**config.mk**
```make
export PLATFORM = sky130hd
export DESIGN_NAME = sound_sequencer
export DESIGN_NICKNAME = d
export VERILOG_FILES = /design/src/rtl/sound_sequencer.sv
export SDC_FILE = /design/constraint.sdc
export NUM_CORES = 1
export LEC_CHECK = 0
export ABC_AREA = 0
export BUFFER_PORTS_ARGS = -buffer_cell sky130_fd_sc_hd__buf_2
export CELL_PAD_IN_SITES_DETAIL_PLACEMENT = 0
export CELL_PAD_IN_SITES_GLOBAL_PLACEMENT = 1
export CORE_MARGIN = 1
export CORE_UTILIZATION = 48
export CTS_BUF_LIST = sky130_fd_sc_hd__clkbuf_4 sky130_fd_sc_hd__clkbuf_8
export DETAILED_ROUTE_END_ITERATION = 8
export PLACE_DENSITY = 0.79
export SLEW_MARGIN = 15
export SYNTH_ARGS = -nofsm -noshare
export SYNTH_HDL_FRONTEND = slang
export SYNTH_SLANG_ARGS = --single-unit
```
**constraint.sdc**
```tcl
create_clock -name clk -period 2.92 [get_ports clk]
set_input_delay 0.438 -clock clk [delete_from_list [all_inputs] [get_ports clk]]
set_output_delay 0.438 -clock clk [all_outputs]
set_load 0.01 [all_outputs]
```
**src/rtl/sound_sequencer.sv**
```systemverilog
// sound_sequencer: chooses the note index sent to the buzzer tone generator.
// A background melody loops while enabled. Landing, perfect-landing and
// game-over effects temporarily replace it, with OVER > PERF > LAND > BGM.
// All notes change on a shared tick grid of TICK_CYC clock cycles.
module sound_sequencer #(
  parameter int CLK_HZ  = 50_000_000,
  parameter int NOTE_HZ = 4
) (
  input  logic       clk,
  input  logic       rst,
  input  logic       i_bgm_en,
  input  logic       i_load_done,
  input  logic       i_perfect,
  input  logic       i_gameover,
  output logic [5:0] o_music_scale,
  output logic       o_sfx_active
);

  localparam int TICK_CYC = CLK_HZ / NOTE_HZ;
  localparam int CNT_W    = (TICK_CYC > 1) ? $clog2(TICK_CYC) : 1;
  localparam logic [CNT_W-1:0] CNT_MAX = CNT_W'(TICK_CYC - 1);

  // Note tables are packed with entry 0 in the least significant slot.
  localparam logic [16*6-1:0] BGM_NOTES = {
    6'd0,  6'd8,  6'd9,  6'd9,  6'd10, 6'd10, 6'd11, 6'd11,
    6'd0,  6'd12, 6'd13, 6'd13, 6'd12, 6'd12, 6'd8,  6'd8
  };
  localparam logic [2*6-1:0] PERF_NOTES = {6'd15, 6'd11};

  // The final OVER entry is the silent hold after the jingle.
  localparam logic [5*6-1:0] OVER_NOTES = {6'd0, 6'd1, 6'd8, 6'd10, 6'd12};
  localparam logic [5:0]     LAND_NOTE  = 6'd4;

  localparam logic [2:0] LAND_LAST = 3'd0;
  localparam logic [2:0] PERF_LAST = 3'd1;
  localparam logic [2:0] OVER_HOLD = 3'd4;

  typedef enum logic [2:0] {
    ST_IDLE,
    ST_BGM,
    ST_LAND,
    ST_PERF,
    ST_OVER
  } state_t;

  logic [5:0] bgm_rom  [16];
  logic [5:0] perf_rom [2];
  logic [5:0] over_rom [5];

  generate
    for (genvar gi = 0; gi < 16; gi++) begin : g_bgm_rom
      assign bgm_rom[gi] = BGM_NOTES[gi*6 +: 6];
    end
    for (genvar gi = 0; gi < 2; gi++) begin : g_perf_rom
      assign perf_rom[gi] = PERF_NOTES[gi*6 +: 6];
    end
    for (genvar gi = 0; gi < 5; gi++) begin : g_over_rom
      assign over_rom[gi] = OVER_NOTES[gi*6 +: 6];
    end
  endgenerate

  state_t           state_reg, state_next;
  logic [CNT_W-1:0] cnt_reg, cnt_next;
  logic [2:0]       sfx_idx_reg, sfx_idx_next;
  logic [3:0]       bgm_idx_reg, bgm_idx_next;
  logic             gameover_q_reg;
  logic [5:0]       music_reg, music_next;
  logic             sfx_active_reg, sfx_active_next;

  logic   tick;
  logic   go_rise;
  logic   effect_req;
  state_t exit_state;

  assign tick       = (cnt_reg == CNT_MAX);
  assign go_rise    = i_gameover & ~gameover_q_reg;
  assign exit_state = i_bgm_en ? ST_BGM : ST_IDLE;

  // A landing is accepted outside OVER and while not game over.
  // A plain landing does not interrupt a perfect-landing effect.
  assign effect_req = i_load_done & ~i_gameover & (state_reg != ST_OVER) &
                      (i_perfect | (state_reg != ST_PERF));

  // Next-state, tick-grid and index logic, including priority between events.
  always_comb begin
    state_next   = state_reg;
    cnt_next     = tick ? '0 : cnt_reg + CNT_W'(1);
    sfx_idx_next = sfx_idx_reg;
    bgm_idx_next = bgm_idx_reg;

    if (go_rise) begin
      state_next   = ST_OVER;
      sfx_idx_next = '0;
      cnt_next     = '0;
    end else if (effect_req) begin
      state_next   = i_perfect ? ST_PERF : ST_LAND;
      sfx_idx_next = '0;
      cnt_next     = '0;
    end else begin
      unique case (state_reg)
        ST_IDLE, ST_BGM: begin
          state_next = exit_state;
          // The melody only advances while it is actually playing.
          if ((state_reg == ST_BGM) && tick && i_bgm_en) begin
            bgm_idx_next = bgm_idx_reg + 4'd1;
          end
        end
        ST_LAND: begin
          if (tick) begin
            if (sfx_idx_reg == LAND_LAST) begin
              state_next   = exit_state;
              sfx_idx_next = '0;
            end else begin
              sfx_idx_next = sfx_idx_reg + 3'd1;
            end
          end
        end
        ST_PERF: begin
          if (tick) begin
            if (sfx_idx_reg == PERF_LAST) begin
              state_next   = exit_state;
              sfx_idx_next = '0;
            end else begin
              sfx_idx_next = sfx_idx_reg + 3'd1;
            end
          end
        end
        ST_OVER: begin
          // The jingle always completes; leaving needs both its end and game over cleared.
          if (!i_gameover && (sfx_idx_reg == OVER_HOLD)) begin
            state_next   = exit_state;
            sfx_idx_next = '0;
          end else if (tick && (sfx_idx_reg != OVER_HOLD)) begin
            sfx_idx_next = sfx_idx_reg + 3'd1;
          end
        end
        default: begin
          state_next   = ST_IDLE;
          sfx_idx_next = '0;
        end
      endcase
    end

    // Disabling the melody rewinds it so re-enabling starts from the top.
    if (!i_bgm_en) begin
      bgm_idx_next = '0;
    end
  end

  // Output lookup uses the next state and index so output follows by exactly one cycle.
  always_comb begin
    music_next      = 6'd0;
    sfx_active_next = 1'b0;
    unique case (state_next)
      ST_BGM: begin
        music_next = bgm_rom[bgm_idx_next];
      end
      ST_LAND: begin
        music_next      = LAND_NOTE;
        sfx_active_next = 1'b1;
      end
      ST_PERF: begin
        music_next      = perf_rom[sfx_idx_next[0]];
        sfx_active_next = 1'b1;
      end
      ST_OVER: begin
        music_next      = (sfx_idx_next <= OVER_HOLD) ? over_rom[sfx_idx_next] : 6'd0;
        sfx_active_next = 1'b1;
      end
      default: begin
        music_next      = 6'd0;
        sfx_active_next = 1'b0;
      end
    endcase
  end

  // State, counters and registered outputs.
  always_ff @(posedge clk) begin
    if (rst) begin
      state_reg      <= ST_IDLE;
      cnt_reg        <= '0;
      sfx_idx_reg    <= '0;
      bgm_idx_reg    <= '0;
      gameover_q_reg <= 1'b0;
      music_reg      <= 6'd0;
      sfx_active_reg <= 1'b0;
    end else begin
      state_reg      <= state_next;
      cnt_reg        <= cnt_next;
      sfx_idx_reg    <= sfx_idx_next;
      bgm_idx_reg    <= bgm_idx_next;
      gameover_q_reg <= i_gameover;
      music_reg      <= music_next;
      sfx_active_reg <= sfx_active_next;
    end
  end

  assign o_music_scale = music_reg;
  assign o_sfx_active  = sfx_active_reg;

endmodule

```
# After elaboration in Yosys (flattened, before gate mapping)
# Memories as Yosys holds them, arrays and structs flattened.
# Index checks and enable logic that the tools add are counted.
# totals
out_inout_bits	7
rom_bits	144
n_memories	2
in_bits	6
register_bits	42
# mem_list
memory	words	width	rd	rd_clocked_by_memory_dff	wr	line	rtl
(no name shown)	16	6	1	0	0	156	music_next = bgm_rom[bgm_idx_next];
(no name shown)	8	6	1	0	0	167	music_next = (sfx_idx_next <= OVER_HOLD) ? over_rom[sfx_idx_next] : 6'd0;
# op_classes
n_lt_le_gt_ge	4
bitwise_logic	10
mux	34
n_eq_ne	14
reduce_logical	10
addsub	3
# ops
op	count
2-to-1 mux 3 bit	16
2-to-1 mux 6 bit	7
adder 24 x 1 -> 24 bit (second input constant)	1
== test 24 bit (second input constant)	1
one-hot mux 3 bit (4 select lines)	2
one-hot mux 6 bit (4 select lines)	1
2-to-1 mux 4 bit	5
== test 3 x 2 -> 1 bit (second input constant)	4
== test 3 x 1 -> 1 bit (second input constant)	3
== test 3 bit (second input constant)	3
zero test 3 bit	2
inequality test 3 bit (second input constant)	2
>= comparator 5 bit (second input constant)	1
NOT 4 -> 5 bit	1
adder 4 x 1 -> 4 bit (second input constant)	1
AND 1 bit	4
>= comparator 4 bit (second input constant)	1
logical AND 1 bit	4
NOT 3 -> 4 bit	1
OR reduction 4 bit	1
adder 3 x 1 -> 3 bit (second input constant)	1
less-or-equal comparator 3 bit (second input constant)	1
2-to-1 mux 1 bit	3
inequality test 3 x 2 -> 1 bit (second input constant)	1
7 further kinds	8

# Longest topological paths before layout
# Gate-level depths: netlist of run 1.
# depth
ltp_word	13
depth_mapped	9
mapped_depth_nobuf	9

# Least setup slack after synthesis of run 1
# No wires, ideal clock.
# synth_path
kind	register to register
startpoint	register cnt_reg[8]
endpoint	register music_reg[1] (netlist: o_music_scale[1])
synth_period_minus_slack_ps	2365
setup_time_ps	120
arrival_time_ps	2246
path_stages_with_launch	9
setup_slack_ps	555
path_buffers	1
path_cell_list	dfxtp_1 > or4b_4 > or3_1 > buf_6 > nor4_1 > xnor2_1 > nand2b_4 > nor3_1 > o31a_1
# synth_between
elab_chain_len	13
# synth_rtl
item	line	rtl
start, declared	63	logic [CNT_W-1:0] cnt_reg, cnt_next;
start signal, assigned	189	cnt_reg <= cnt_next;
== test 24 bit *	75	assign tick = (cnt_reg == CNT_MAX);
logical AND 1 bit, on equally long branches	133, 104	
2-to-1 mux 3 bit or logical AND 1 bit (tied branches)	133, 104	
2-to-1 mux 3 bit or 2-to-1 mux 4 bit (tied branches)	130, 104	
one-hot mux 3 bit (4 select lines) or 2-to-1 mux 4 bit (tied branches)	100	unique case (state_reg)
2-to-1 mux 3 bit or 2-to-1 mux 4 bit (tied branches)	95	end else if (effect_req) begin
2-to-1 mux 3 bit or 2-to-1 mux 4 bit (tied branches)	91	if (go_rise) begin
NOT 3 -> 4 bit (implied by the code) or 2-to-1 mux 4 bit (tied branches)	167, 145	
memory (8 x 6 bit) or NOT 4 -> 5 bit (tied branches)	-	
2-to-1 mux 6 bit (implied by the code) or memory (16 x 6 bit) (tied branches)	-	
2-to-1 mux 6 bit, on equally long branches (2 in series)	167, 156	
one-hot mux 6 bit (4 select lines) *	154	unique case (state_next)
end signal, assigned	193	music_reg <= music_next;
end, declared	67	logic [5:0] music_reg, music_next;
# Mark *: on every way between the ends. The rest lies on a longest branch, timed or not. The select of a mux whose other input is x is not followed.
# A chain may end at the register's enable or synchronous reset.

# Worst setup path in the final report of run 1
# layout_path
startpoint	register cnt_reg[8]
endpoint	register music_reg[0] (netlist: o_music_scale[0])
# Same word-level chain as after synthesis.

==> flow_metrics.env, run 1 <==
export IMPL_status="finished, violations left"
export IMPL_violations="design-rule violations"
export IMPL_cts_hold_buf=0
export IMPL_cap_violations=0
export IMPL_grt_start_max_net_pins=24
export IMPL_drt_wirelength_per_cell_um=14.1
export IMPL_power_density_mw_per_mm2=430
export IMPL_hold_ws_ps=428
export IMPL_antenna_found_initial=0
export IMPL_synth_edf_count=0
export IMPL_finalWorstSetupSlack_ps=372
export IMPL_pre_cts_slack_ps=384
export IMPL_portBuffers=10
export IMPL_ys_warn_count=0
export IMPL_grt_pass1_vias=1763
export IMPL_tritoncts="done"
export IMPL_hp_class="input port to flop"
export IMPL_n_antenna_cell=0
export IMPL_yosysTopAreaCellShare_pct=35.4
export IMPL_die_h_um=70.7
export IMPL_hpwl_um=3510
export IMPL_max_freq_ghz=0.392
export IMPL_worstPathMaxFanout=4
export IMPL_clk_latency_ps=300
export IMPL_drv_slew=0
export IMPL_async_reset_ff_share_pct=0
export IMPL_leakage_uw=0.000853
export IMPL_netlist_area_mm2=0.00226
export IMPL_syn_inst=273
export IMPL_max_stage_delay_ps=540
export IMPL_start_util_pct=50.9
export IMPL_routed_wl_um=4740
export IMPL_finalCritPeriodShare_pct=87.3
export IMPL_met1Wirelength_um=2630
export IMPL_fin_crit_ps=2550
export IMPL_wl_met2_um=1850
export IMPL_yosysMostFrequentCell="nor2_1"
export IMPL_syn_to_final_growth_pct=8.07
export IMPL_drc=2
export IMPL_cts_setup_buffers=0
export IMPL_rows=24
export IMPL_grtUsageTotal_pct=20.8
export IMPL_clk_pin_slew_ps=80
export IMPL_ys_seq_area_share_pct=35.4
export IMPL_fin_skew_ps=10.7
export IMPL_synth_top_area_cell="dfxtp_1"
export IMPL_dieArea_mm2=0.00499
export IMPL_root_buffer="clkbuf_8"
export IMPL_critPathRequiredTime_ps=3160
export IMPL_slowest_stage="or4b_4"
export IMPL_synthTopCellsByArea="dfxtp_1 35%, nor2_1 7.8%, xnor2_1 6.2%"
export IMPL_syn_area_per_cell_um2=8.29
export IMPL_worstMarginPinSlew_ps=593
export IMPL_drt_iter0_drc=87
export IMPL_max_slew_margin_pct=60.0
export IMPL_cts_max_path_buffers=2
export IMPL_hold_viol=0
export IMPL_setup_worst_path_class="flop to flop"
export IMPL_largest_reg_flops=24
export IMPL_setup_violations=0
export IMPL_drt_first_pass_iters=6
export IMPL_vias_per_cell=5.53
export IMPL_start_kind="flop"
export IMPL_tns_ps=0
export IMPL_htreeDepth=2
export IMPL_dr_max_layer_used="met4"
export IMPL_synth_common_cells="47 x nor2_1, 40 x dfxtp_1, 16 x nand2_1, 16 x xnor2_1, 13 x nand3_1"
export IMPL_numCtsBuffers=5
export IMPL_dr_wl_met3_um=192
export IMPL_post_cts_resized=0
export IMPL_end_kind="flop"
export IMPL_ioPinCount=13
export IMPL_num_vias=1865
export IMPL_grt_pass1_wl_um=8240
export IMPL_rsz0062_at_grt="no"
export IMPL_postRouteAntennaNets=0
export IMPL_die_w_um=70.7
export IMPL_core_area_mm2=0.00444
export IMPL_place_gp_congestion=0.836
export IMPL_cts_sinks=40
export IMPL_nNetsFinal=295
export IMPL_synth_ff_type="dfxtp_1"
export IMPL_synth_seq_cells=40
export IMPL_critical_path_cell_chain="or4b_4 -> nor3_1 -> nand3_1 -> a211oi_2 -> nand3b_4 -> a31oi_2 -> a32o_1"
export IMPL_ys_types=56
export IMPL_cp_arrival_ps=2790
export IMPL_drive_above_1_share_pct=13.0
export IMPL_grt_ovfl_total=0
export IMPL_peakVddDrop_mv=0.247
==> critical path: cells and delay by family (launching register included) <==
family | cells | cell delay [ps]
flops | 1 | 340
simple gates | 4 | 1200
compound gates | 3 | 950
==> through the flow <==
step	instances	total power, uW	util [%]	area (um^2)
after floorplan	274	651	-	2270
after global placement	329	683	52.9	2350
after detailed placement	329	681	52.9	2350
after CTS	337	1060	55.0	2440
after global routing	337	1100	55.0	2440
final	337	1050	55.0	2440
==> power breakdown <==
group | switching, uW | total, uW | internal [uW]
sequential | 9.10 | 564 | 555
clock | 192 | 381 | 189
combinational | 65.6 | 106 | 40.6
total | 267 | 1050 | 785
==> logic make-up (layout without fill, tap and decap cells) <==
group	Yosys count	after routing	share of synthesized area, %
XOR/XNOR	26	26	10.1
adder cells (fa/ha/maj)	5	5	2.77
AND/OR/NAND/NOR	132	132	31.4
AO/OA/AOI/OAI	47	47	14.8
buffers and inverters	19	30	4.09
multiplexers	3	3	1.38
other	1	2	0.166
flip-flops	40	40	35.4
==> per-layer routing <==
| layer | vias up | GRT usage (%) |
|---|---|---|
| met5 | - | 0 |
| met4 | 0 | 7.56 |
| met3 | 6 | 4.42 |
| met2 | 34 | 29.7 |
| met1 | 847 | 30.8 |
| li1 | 978 | - |
==> area by class of cell <==
class	count	area [um^2]
Sequential cell	40	801
Timing Repair Buffer	15	87.6
Clock buffer	7	83.8
Clock inverter	1	8.76
Fill cell	431	2000
Tap cell	52	65.1
Multi-Input combinational cell	215	1370
Inverter	7	26.3
==> final timing paths <==
check | from | cells past startpoint | slack, ps | end
setup / recovery | cnt_reg[8] | 7 | 370 | o_music_scale[0]
hold / removal | i_gameover | 2 | 430 | gameover_q_reg
setup reg to reg | cnt_reg[8] | 7 | 370 | o_music_scale[0]
hold reg to reg | cnt_reg[0] | 1 | 460 | cnt_reg[0]
==> cells in the final DEF, fill, tap and decap left out, types with 5 or more instances in the layout <==
master | Yosys | routed
nor2_1 | 47 | 47
dfxtp_1 | 40 | 40
nand2_1 | 16 | 16
xnor2_1 | 16 | 16
nand3_1 | 13 | 13
nor3_1 | 11 | 11
xor2_1 | 10 | 10
buf_2 | 2 | 10
a21oi_1 | 8 | 8
o21ai_0 | 8 | 8
inv_1 | 7 | 7
nand4_1 | 6 | 6
and3_1 | 5 | 5
o31a_1 | 5 | 5
ha_1 | 5 | 5
clkbuf_8 | 0 | 5
buf_4 | 3 | 5
(Power assumes the default switching activity.)
==> run 2, diff against run 1 <==
CORE_UTILIZATION = 33   (was 48)
PLACE_DENSITY = 0.57   (was 0.79)
==> run 2 against run 1 <==
  * Design area increased by 1.9%
  * The run now ends clean
  * Count of clock-buffer cells in the layout unchanged
  * Utilization decreased by 17 points
  * Clock skew increased by 1.6 ps
  * Setup slack got worse by 19 ps
  * Sequential share of layout area decreased by 0.61 points
==> flow_metrics.env, run 2 (synthesized netlist as in run 1, its figures left out) <==
export IMPL_status="finished, final reports clean"
export IMPL_place_gp_congestion=0.818
export IMPL_vias_per_cell=5.21
export IMPL_setup_violations=0
export IMPL_power_uw=1060
export IMPL_dr_max_layer_used="met4"
export IMPL_setup_worst_path_class="flop to flop"
export IMPL_hold_ws_ps=426
export IMPL_finalCritPeriodShare_pct=87.9
export IMPL_hold_viol=0
export IMPL_drt_iter0_drc=64
export IMPL_met1Wirelength_um=2490
export IMPL_worstPathMaxFanout=6
export IMPL_dieArea_mm2=0.00719
export IMPL_finalWorstSetupSlack_ps=353
export IMPL_antenna_found_initial=0
export IMPL_grt_ovfl_total=0
export IMPL_leakage_uw=0.000862
export IMPL_final_cells=364
export IMPL_drc=0
export IMPL_critPathRequiredTime_ps=3110
export IMPL_grtUsageTotal_pct=16.6
export IMPL_htreeDepth=2
export IMPL_tritoncts="done"
export IMPL_fin_skew_ps=12.3
export IMPL_cts_max_path_buffers=2
export IMPL_tns_ps=0
export IMPL_cap_violations=0
export IMPL_worstMarginPinSlew_ps=571
export IMPL_largest_reg_flops=24
export IMPL_max_freq_ghz=0.390
export IMPL_max_slew_margin_pct=61.7
export IMPL_post_cts_resized=0
export IMPL_ioPinCount=13
export IMPL_clk_pin_slew_ps=80
export IMPL_cp_arrival_ps=2760
export IMPL_grt_pass1_wl_um=9220
export IMPL_num_vias=1897
export IMPL_postRouteAntennaNets=0
export IMPL_numCtsBuffers=5
export IMPL_peakVddDrop_mv=0.215
export IMPL_mostFrequentLayoutCells="47 x nor2_1, 40 x dfxtp_1, 16 x nand2_1, 16 x xnor2_1, 13 x nand3_1"
export IMPL_drt_first_pass_iters=7
export IMPL_hpwl_um=4000
export IMPL_pre_cts_slack_ps=383
export IMPL_cts_sinks=40
export IMPL_hp_class="input port to flop"
export IMPL_end_kind="flop"
export IMPL_start_kind="flop"
export IMPL_syn_to_final_growth_pct=10.1
export IMPL_drv_slew=0
export IMPL_wl_met2_um=2590
export IMPL_dp_cells=356
export IMPL_power_density_mw_per_mm2=427
export IMPL_cts_hold_buf=0
export IMPL_die_h_um=84.8
export IMPL_portBuffers=10
export IMPL_rsz0062_at_grt="no"
export IMPL_grt_start_max_net_pins=24
export IMPL_n_antenna_cell=0
export IMPL_drive_above_1_share_pct=13.6
export IMPL_clk_latency_ps=300
export IMPL_root_buffer="clkbuf_8"
export IMPL_fin_crit_ps=2570
export IMPL_nNetsFinal=297
export IMPL_rows=29
export IMPL_start_util_pct=34.8
export IMPL_die_w_um=84.8
export IMPL_core_area_mm2=0.00649
export IMPL_routed_wl_um=5350
export IMPL_layout_commonest_cell="nor2_1"
export IMPL_drt_wirelength_per_cell_um=14.7
export IMPL_dr_wl_met3_um=172
export IMPL_cts_setup_buffers=0
export IMPL_grt_pass1_vias=1882
## run 2: cell types whose count changed in the layout (fill, tap and decap cells not counted), sizes merged
| cell | delta |
|---|---|
| buf | +2 |
## run 2: path summary, 6_finish.rpt
check | startpoint | endpoint | slack, ps | cells after the start
worst max-delay path | cnt_reg[8] | o_music_scale[2] | 350 | 7
worst min register to register | cnt_reg[0] | cnt_reg[0] | 470 | 1
worst min-delay path | i_gameover | gameover_q_reg | 430 | 2
worst max register to register | cnt_reg[8] | o_music_scale[2] | 350 | 7
## run 2: metal layers
layer | global-route usage, % | up-vias
li1 | - | 984
met1 | 21.1 | 876
met2 | 27.9 | 30
met3 | 3.05 | 7
met4 | 6.16 | 0
met5 | 0 | -
## run 2: worst max-delay path, cell delays in order (launching register included)
cell and delay, ps:
dfxtp_1 340, or4b_4 550, nor3_1 370, nand4_1 350, or3_1 430, nand4_1 100
a211oi_1 60, o31a_1 280
## run 2: through the flow
stage          util, %  instance area, um^2
6_report          38.4                 2490
4_1_cts           38.4                 2490
3_3_place_gp      36.9                 2400
2_1_floorplan        -                 2270
5_1_grt           38.4                 2490
3_5_place_dp      36.9                 2400
## run 2: power breakdown
part | leakage, uW | internal [uW] | switching (uW) | total, uW
sequential | 0.000324 | 555 | 9.96 | 565
clock | 0.0000493 | 190 | 202 | 391
combinational | 0.000489 | 42.0 | 66.2 | 108
## run 2: cell type report
class / count / area, um^2
clock buffers: 7 / 83.8
clock inverters: 1 / 8.76
fillers: 682 / 4000
inverters: 7 / 26.3
multi-input cells: 215 / 1370
flip-flops and latches: 40 / 801
well taps: 77 / 96.3
repair buffers: 17 / 103
